**src/rtl/nn_pkg.sv**
```systemverilog
// Shared types and helpers for the time-multiplexed neuron and its layer generator.
package nn_pkg;

  typedef enum logic [1:0] {IDLE, MAC, ACT, OUT} state_t;

  localparam int DW_DEFAULT = 8;
  localparam int DW_MAX     = 2**(DW_DEFAULT-1) - 1;
  localparam int DW_MIN     = -(2**(DW_DEFAULT-1));

  // Headroom for n full-width products plus a bias of the same scale.
  function automatic int acc_width(input int dw, input int n);
    return 2*dw + $clog2(n+1) + 1;
  endfunction

endpackage

```
**src/rtl/nn_act_quant.sv**
```systemverilog
// Accumulator to activation: round half up, ReLU (or leaky when NN_LEAKY_RELU_EN
// is defined), then saturate to DW bits.
module nn_act_quant
  import nn_pkg::*;
#(
  parameter int DW    = DW_DEFAULT,
  parameter int ACC_W = acc_width(DW_DEFAULT, 15),
  parameter int SHIFT = 6
) (
  input  logic signed [ACC_W-1:0] acc,
  output logic        [DW-1:0]    q
);

  localparam logic signed [ACC_W:0] Q_MAX = (ACC_W+1)'((2**(DW-1)) - 1);

  logic signed [ACC_W:0] acc_x;
  logic signed [ACC_W:0] r;

  // One extra bit so the rounding increment can never wrap the top value.
  assign acc_x = {acc[ACC_W-1], acc};
  assign r     = (acc_x >>> SHIFT) + {{ACC_W{1'b0}}, acc[SHIFT-1]};

`ifdef NN_LEAKY_RELU_EN
  localparam logic signed [ACC_W:0] Q_MIN = (ACC_W+1)'(-(2**(DW-1)));
  logic signed [ACC_W:0] r_leak;
  assign r_leak = r >>> 3;
`endif

  always_comb begin
    q = '0;
    if (acc[ACC_W-1]) begin
`ifdef NN_LEAKY_RELU_EN
      if (r_leak < Q_MIN) q = Q_MIN[DW-1:0];
      else                q = r_leak[DW-1:0];
`else
      q = '0;
`endif
    end else if (r > Q_MAX) begin
      q = Q_MAX[DW-1:0];
    end else begin
      q = r[DW-1:0];
    end
  end

endmodule

```
**src/rtl/nn_neuron_seq.sv**
```systemverilog
// Time-multiplexed neuron: one signed MAC walks N_IN inputs, then quantises.
// Build option NN_LEAKY_RELU_EN selects leaky ReLU in nn_act_quant.
module nn_neuron_seq
  import nn_pkg::*;
#(
  parameter  int N_IN  = 15,
  parameter  int DW    = DW_DEFAULT,
  parameter  int SHIFT = 6,
  localparam int ACC_W = acc_width(DW, N_IN)
) (
  input  logic                    clk,
  input  logic                    reset,
  input  logic                    in_valid,
  output logic                    in_ready,
  input  logic [N_IN*DW-1:0]      in_data,
  input  logic [N_IN*DW-1:0]      weights,
  input  logic signed [ACC_W-1:0] bias,
  output logic                    out_valid,
  input  logic                    out_ready,
  output logic [DW-1:0]           out_data
);

  localparam int IDX_W = $clog2(N_IN);
  localparam int IDX_N = 2**IDX_W;

  state_t                  state_reg, state_next;
  logic [N_IN*DW-1:0]      a_reg, a_next;
  logic signed [ACC_W-1:0] acc_reg, acc_next;
  logic [IDX_W-1:0]        idx_reg, idx_next;
  logic                    out_valid_next;
  logic [DW-1:0]           out_data_next;
  logic [DW-1:0]           quant;

  logic signed [DW-1:0]    a_arr [IDX_N];
  logic signed [DW-1:0]    w_arr [IDX_N];
  logic signed [2*DW-1:0]  prod;
  logic signed [ACC_W-1:0] prod_ext;

  // Padded to a power of two so every idx value selects a defined operand.
  generate
    for (genvar gi = 0; gi < IDX_N; gi++) begin : g_lane
      if (gi < N_IN) begin : g_used
        assign a_arr[gi] = a_reg[gi*DW +: DW];
        assign w_arr[gi] = weights[gi*DW +: DW];
      end else begin : g_pad
        assign a_arr[gi] = '0;
        assign w_arr[gi] = '0;
      end
    end
  endgenerate

  assign prod     = a_arr[idx_reg] * w_arr[idx_reg];
  assign prod_ext = {{(ACC_W-2*DW){prod[2*DW-1]}}, prod};

  nn_act_quant #(
    .DW    (DW),
    .ACC_W (ACC_W),
    .SHIFT (SHIFT)
  ) u_quant (
    .acc (acc_reg),
    .q   (quant)
  );

  always_comb begin
    state_next     = state_reg;
    a_next         = a_reg;
    acc_next       = acc_reg;
    idx_next       = idx_reg;
    out_valid_next = out_valid;
    out_data_next  = out_data;
    in_ready       = 1'b0;
    case (state_reg)
      IDLE: begin
        in_ready = 1'b1;
        if (in_valid) begin
          a_next     = in_data;
          acc_next   = bias;
          idx_next   = '0;
          state_next = MAC;
        end
      end
      MAC: begin
        acc_next = acc_reg + prod_ext;
        idx_next = idx_reg + 1'b1;
        if (idx_reg == IDX_W'(N_IN-1)) state_next = ACT;
      end
      ACT: begin
        out_data_next  = quant;
        out_valid_next = 1'b1;
        state_next     = OUT;
      end
      OUT: begin
        if (out_ready) begin
          out_valid_next = 1'b0;
          state_next     = IDLE;
        end
      end
      default: state_next = IDLE;
    endcase
  end

  always_ff @(posedge clk) begin
    if (reset) begin
      state_reg <= IDLE;
      a_reg     <= '0;
      acc_reg   <= '0;
      idx_reg   <= '0;
      out_valid <= 1'b0;
      out_data  <= '0;
    end else begin
      state_reg <= state_next;
      a_reg     <= a_next;
      acc_reg   <= acc_next;
      idx_reg   <= idx_next;
      out_valid <= out_valid_next;
      out_data  <= out_data_next;
    end
  end

endmodule
```
**config.mk**
```make
export PLATFORM = sky130hd
export DESIGN_NAME = nn_neuron_seq
export DESIGN_NICKNAME = d
export VERILOG_FILES = /design/src/rtl/nn_pkg.sv /design/src/rtl/nn_act_quant.sv /design/src/rtl/nn_neuron_seq.sv
export SDC_FILE = /design/constraint.sdc
export NUM_CORES = 1
export LEC_CHECK = 0
export CAP_MARGIN = 20
export CORE_MARGIN = 5
export CORE_UTILIZATION = 45
export DETAILED_ROUTE_END_ITERATION = 10
export PLACE_DENSITY = 0.73
export SYNTH_ARGS = -nofsm -noshare
export SYNTH_HDL_FRONTEND = slang
export SYNTH_HIERARCHICAL = 1
export SYNTH_SLANG_ARGS = --single-unit
```
**constraint.sdc**
```tcl
create_clock -name clk -period 9.6 [get_ports clk]
set_input_delay 1.92 -clock clk [delete_from_list [all_inputs] [get_ports clk]]
set_output_delay 1.92 -clock clk [all_outputs]
set_load 0.01 [all_outputs]
```
==> impl_summary.md <==
CTS
The clock-pin slew of the registers on the worst-case setup and hold paths is 0.08 ns. The maximum buffer depth of the clock tree is 2. The clock latency on the worst-skew pair is 0.44 ns. In this run the post-CTS setup repair buffer count came out at 0.

TritonCTS built the clock tree. The root buffer cell chosen for the clock tree is sky130_fd_sc_hd__clkbuf_16. The number of clock sinks is 156. The TritonCTS buffer count is 17.

After clock tree synthesis, the repair step resized 0 gates. The number of buffers inserted for hold repair after clock tree synthesis is 0. The clock tree synthesis step divided the H-tree into 4 levels.

Pwr
The worst voltage drop across the vdd grid is 299.4 uV. The proportion of total power due to net switching is 0.4892. For this design the ratio of total power to cell area is 348.3 nW/um^2. The share of total power dissipated in sequential elements is 0.180. The analysis attributes to cell leakage a power of 6.063 nW.

The analysis attributes to net switching a power of 2.595 mW. Of the total power, the clock network draws 0.136. The internal power consumption is 2.710 mW. Of the total power, combinational logic draws 0.684.

Layout
The non-filler instance count after layout is 1,874. The library cell used most frequently in the layout, excluding fill and tap cells, is sky130_fd_sc_hd__nand2_1. The ratio of cells with drive above 1 in the final layout is 0.07818. The register with the most flip-flops in the layout has 120 of them.

In the layout the commonest cells are sky130_fd_sc_hd__nand2_1, sky130_fd_sc_hd__clkdlybuf4s50_1, sky130_fd_sc_hd__dfxtp_1. The layout overhead on the synthesized area is 30.57%. The post-layout net count is 1,936. At the end of the flow the core is filled with cells to 0.5910.

The finished cells cover 15,230 um^2.

Die
The placeable core area is 25,760 um^2. The die height is 171.0 um. For this design the top-level I/O count stands at 275. Measured along the x axis, the die boundary spans around 170 um. The number of standard-cell rows in the floorplan is 59. The initial core utilization is 0.4527. The die outline area is 29,240 um^2.

Setup path
For the worst setup path, the data required time is 9.95 ns. The type of the setup path with the least slack is in2reg. The critical path launch point type is an input port. Setup slack on the worst reg-to-reg path comes out at 2.31 ns. Data arrives at the worst endpoint at 8.08 ns.

Along the worst path, the maximum fanout reaches 13. STA classifies the critical path endpoint as a register.

STA
The final critical delay including setup and external delays is 7.725 ns. For the final routed database, the setup TNS stands at 0 ns. The max-slew violation count is 0. Setup repair after global routing left no endpoint under its margin. In this run the tightest slew margin relative to its limit is 0.2670.

The maximum operating frequency is 129.4 MHz. The transition time at the pin with the least slew margin is 1.099 ns. Setup violations remaining at the end of the flow were counted as 0.

The total count of hold-check failures in the final report is 0. Clock skew on the completed layout was measured at 0.01672 ns. The fraction of the cycle the final worst path needs is 0.8047.

Placement
The post-place instance area is between 10,000 and 15,000 um^2. The half-perimeter wire length after detailed placement is 28.10 mm. The placed cell count is 1,838. During placement, the flow inserted port buffers numbering 274. At the end of routability-driven placement, the weighted congestion stood at 0.9111.

Logic synthesis
Synthesis inferred roughly 160 register bits. Among all flip-flop cells after synthesis, the most frequent one is sky130_fd_sc_hd__dfxtp_1. Summing every instance area after synthesis gives between 10,000 and 15,000 um^2.

The share of the Yosys chip area taken by registers is 0.2678. Of the post-synthesis cell area, the dominant cell type holds 0.2678. A synthesized cell averages 9.020 um^2. The synthesized design contains 0 enable-type register cells. For this run, the number of Yosys warnings is 6.

Synthesis produced a netlist with a net count of 1,707. The count of distinct cell types in the synthesized netlist is 63. Sorting the synthesized cells by area gives the leading types as sky130_fd_sc_hd__dfxtp_1, sky130_fd_sc_hd__fa_1, sky130_fd_sc_hd__mux4_2. After synthesis, the share of flip-flops with an asynchronous set or reset is 0. The largest total area in the synthesized netlist belongs to sky130_fd_sc_hd__dfxtp_1.

The number of instances in the synthesized netlist is 1,293.

Detailed routing
The first TritonRoute pass finished after 5 iterations. Wires add up to roughly 36 mm. The DRC violation total after the first TritonRoute iteration is 743. The number of nets still failing antenna checks after routing is 0. The post-detailed-route via-to-cell ratio is 5.451.

The total DRC errors in the routed layout is 0. The mean routed wirelength per cell is 19.40 um. The final route contains 10,216 vias.

Global route
The number of antenna violations at the first check in global routing is 7. The first global-routing pass estimated 57.09 mm of wire. The global route total overflow is 0. The pin count of the biggest net entering global routing is 108. In the global route stage, overall resource usage came out at 0.2513. The number of global-route vias before repair is between 10,000 and 15,000.

Hold path
In this run the worst hold path is classified as reg2reg.

Flow run
The max capacitance violation total is 0.

Run status
The flow ran to the end, and the final reports show no timing, DRC or antenna violations.
## cell families after synthesis
logic type	after synthesis	synth area share
AND/OR/NAND/NOR	442	0.1603
AO/OA/AOI/OAI	243	0.1201
buffers and inverters	174	0.06115
flip-flops	156	0.2678
adder cells (fa/ha/maj)	149	0.2191
multiplexers	102	0.1518
XOR/XNOR	26	0.01953
other	1	0.0003215
## Yosys cell counts, types with 4 or more instances
cell / instances
sky130_fd_sc_hd__buf_1: 5
sky130_fd_sc_hd__inv_1: 98
sky130_fd_sc_hd__nand3_1: 12
sky130_fd_sc_hd__a21o_1: 6
sky130_fd_sc_hd__o21ai_0: 28
sky130_fd_sc_hd__and2_1: 21
sky130_fd_sc_hd__a31oi_1: 10
sky130_fd_sc_hd__dfxtp_1: 156
sky130_fd_sc_hd__mux2_2: 7
sky130_fd_sc_hd__nand2b_1: 8
sky130_fd_sc_hd__ha_1: 57
sky130_fd_sc_hd__xor2_1: 8
sky130_fd_sc_hd__mux4_2: 55
sky130_fd_sc_hd__clkbuf_1: 55
sky130_fd_sc_hd__fa_1: 92
sky130_fd_sc_hd__nor2b_1: 17
sky130_fd_sc_hd__a21oi_1: 149
sky130_fd_sc_hd__a211oi_1: 13
sky130_fd_sc_hd__and3_1: 4
sky130_fd_sc_hd__buf_2: 8
sky130_fd_sc_hd__nand2_1: 296
sky130_fd_sc_hd__nor2_1: 61
sky130_fd_sc_hd__xnor2_1: 18
sky130_fd_sc_hd__a221oi_1: 6
sky130_fd_sc_hd__mux2i_1: 36
sky130_fd_sc_hd__nor3_1: 6
## layer usage
layer	vias up	part of all wire	GRT usage
li1	4837	-	-
met1	4919	0.41	0.3191
met2	394	0.48	0.4150
met3	60	0.080	0.06701
met4	6	0.031	0.08991
met5	-	0.00094	0
## stage by stage
step / setup WS (ns) / total power, mW / hold WS (ns)
final: 1.875 / 5.304 / 0.4518
after global routing: 1.531 / 5.850 / 0.4715
after CTS: 1.909 / 5.308 / 0.4555
after detailed placement: 1.472 / 4.549 / 0.4454
after global placement: 1.565 / 4.490 / 0.4397
after floorplan: 2.358 / 3.628 / 0.4329
## power by group through the flow
stage	Combinational, mW	Clock, mW	Sequential, mW
after global routing	4.11	0.754	0.983
after CTS	3.62	0.726	0.958
after floorplan	2.73	0	0.894
after global placement	3.52	0	0.966
after detailed placement	3.58	0	0.972
final	3.63	0.721	0.957
## worst max-delay path: stages
cell                              delay (ns)
sky130_fd_sc_hd__clkdlybuf4s50_1        0.47
sky130_fd_sc_hd__mux4_1                 0.52
sky130_fd_sc_hd__mux4_2                 0.60
sky130_fd_sc_hd__nor2b_1                0.19
sky130_fd_sc_hd__buf_4                  0.21
sky130_fd_sc_hd__fa_1                   0.52
sky130_fd_sc_hd__inv_1                  0.07
sky130_fd_sc_hd__fa_1                   0.51
sky130_fd_sc_hd__inv_1                  0.06
sky130_fd_sc_hd__fa_1                   0.55
sky130_fd_sc_hd__fa_1                   0.44
sky130_fd_sc_hd__ha_1                   0.30
sky130_fd_sc_hd__ha_1                   0.37
sky130_fd_sc_hd__a21oi_1                0.18
sky130_fd_sc_hd__o21ai_0                0.15
sky130_fd_sc_hd__a31oi_1                0.19
sky130_fd_sc_hd__o21ai_1                0.14
sky130_fd_sc_hd__or4_1                  0.52
sky130_fd_sc_hd__a31oi_1                0.17
## cell type report
class / instances / area (um^2)
Tap cell: 335 / 419.2
Sequential cell: 156 / 3131
Antenna cell: 4 / 10.01
Clock inverter: 15 / 209.0
Clock buffer: 17 / 425.4
Inverter: 99 / 371.6
Fill cell: 2266 / 10540
Multi-Input combinational cell: 963 / 7839
Timing Repair Buffer: 285 / 2823
## final timing paths
kind	cells after the start	endpoint	from
max reg2reg	17	acc_reg[16]	idx_reg[0]
min reg2reg	2	a_reg[52]	a_reg[52]
max	19	acc_reg[19]	weights[33]
min	2	a_reg[52]	a_reg[52]
No activity file was read; power rests on OpenSTA's default activity.
==> variant: new RTL, config.mk and constraints unchanged <==
Take the reset off `out_data` and load it in a clocked block of its own.
--- a/src/rtl/nn_neuron_seq.sv
+++ b/src/rtl/nn_neuron_seq.sv
@@ -106,15 +106,17 @@
       acc_reg   <= '0;
       idx_reg   <= '0;
       out_valid <= 1'b0;
-      out_data  <= '0;
     end else begin
       state_reg <= state_next;
       a_reg     <= a_next;
       acc_reg   <= acc_next;
       idx_reg   <= idx_next;
       out_valid <= out_valid_next;
-      out_data  <= out_data_next;
     end
   end
 
+  always_ff @(posedge clk) begin
+    out_data <= out_data_next;
+  end
+
 endmodule
Formal check against the unedited RTL: no difference found for any inputs over 10 cycles, from zero or initial values and one cycle with reset high; that may be too few to reach the edited logic, so the function may still have changed.
==> variant against the unedited design <==
Clock power down 4.9%; critical path depth did not move; final area is 0.26% lower; sequential cell count is the same; power down 2.2%; synthesized area barely moved; routed wire length shrank 2.3%; worst setup slack worse by 0.38 ns.
==> variant: results (changes against the unedited design) <==
[setup_path]
critical-path-slowest-cell = and2_1
max_stage_delay_ns = 0.76  ; +0.16 ns
crit_arrival_ns = 8.46  ; +0.38 ns
r2r_setup_slack_ns = 2.05  ; -0.26 ns
cp-startpoint = weights[112]

[place]
placement.cell_area_sq_mm = 0.0146  ; about the same
dp.cells = 1828  ; -0.54%

[global_routing]
overall_global_routing_resource_usage_pct = 24.0  ; -1.2 points
grtUsageMet1_pct = 31.7  ; -0.25 points
use_met2_pct = 38.1  ; -3.4 points
grt_start_max_net_pins = 102  ; -5.6%
antenna_found_initial = 4  ; -3
number_of_global_route_vias_before_repair = 10206  ; -4.1%

[route]
firstDrtPassIters = 7  ; +2
met3_length_um = 3010  ; +4.0%
wl_met2_um = 17100  ; -2.0%
avgViaCountPerCell = 5.41  ; -0.82%
drt_iter0_markers = 808  ; +8.7%
routedWlPerCell_um = 19.0  ; -1.8%
routed_wl_um = 35500  ; -2.3%
route.layer.met1.wl_um = 14600  ; -1.5%

[logic_synthesis]
commonest_cells_in_the_netlist = nand2_1, a21oi_1, dfxtp_1
synth.distinct_cells = 62  ; -1.6%
seq_area_frac_synth_pct = 27.4  ; +0.66 points

[outcome]
result_of_the_run = complete, no violations

[pwr]
total_leakage_power_nw = 5.96  ; -1.7%
internal_power_mw = 2.69  ; -0.91%

[layout]
nFillCells = 2268  ; +0.088%

[timing]
clock.fmax_mhz = 123  ; -4.7%
clock-skew-final_ns = 0.0198  ; +0.00310 ns
slew_headroom_pct = 32.0  ; +5.3 points

-- variant: changes by cell type after synthesis, sizes merged, moves of 6 or more --
cell | before | now
edfxtp | 0 | 8
mux2 | 7 | 1
nor2b | 17 | 10
dfxtp | 156 | 148
nor2 | 61 | 54
o21ai | 33 | 27
mux2i | 37 | 43
and2 | 21 | 27
-- variant: worst min path at each step --
stage	slack [ns]	start	cells past startpoint	to
6_report	0.45	a_reg[86]	2	a_reg[86]
3_3_place_gp	0.44	a_reg[92]	2	a_reg[92]
2_1_floorplan	0.43	a_reg[16]	2	a_reg[16]
3_5_place_dp	0.44	a_reg[90]	2	a_reg[90]
5_1_grt	0.47	a_reg[113]	2	a_reg[113]
4_1_cts	0.45	a_reg[86]	2	a_reg[86]
-- variant: area by class of cell --
class	count	area, sq um	area share, %
repair buffers	284	2820	18.5
diodes	4	10.0	0.0659
multi-input cells	952	7750	51.0
flip-flops and latches	156	3210	21.2
clock inverters	15	176	1.16
well taps	335	419	2.76
clock buffers	17	425	2.80
inverters	101	379	2.50
-- variant: cell families (layout without fill, tap and decap cells) --
logic type | Yosys count | after routing | share of synthesized area (%)
xor+xnor | 26 | 26 | 1.95
flops | 156 | 156 | 27.4
buf+inv | 178 | 417 | 6.27
fa+ha+maj | 149 | 149 | 21.9
simple gates | 432 | 432 | 15.6
mux | 101 | 101 | 14.8
compound gates | 243 | 243 | 12.0
other cells | 1 | 5 | 0.0321
-- variant: power groups by stage --
stage / registers, mW / clock network, mW / logic, mW
4_1_cts: 0.982 / 0.691 / 3.52
6_report: 0.982 / 0.686 / 3.52
2_1_floorplan: 0.908 / 0 / 2.70
3_5_place_dp: 0.995 / 0 / 3.46
5_1_grt: 1.00 / 0.729 / 3.96
3_3_place_gp: 0.989 / 0 / 3.38
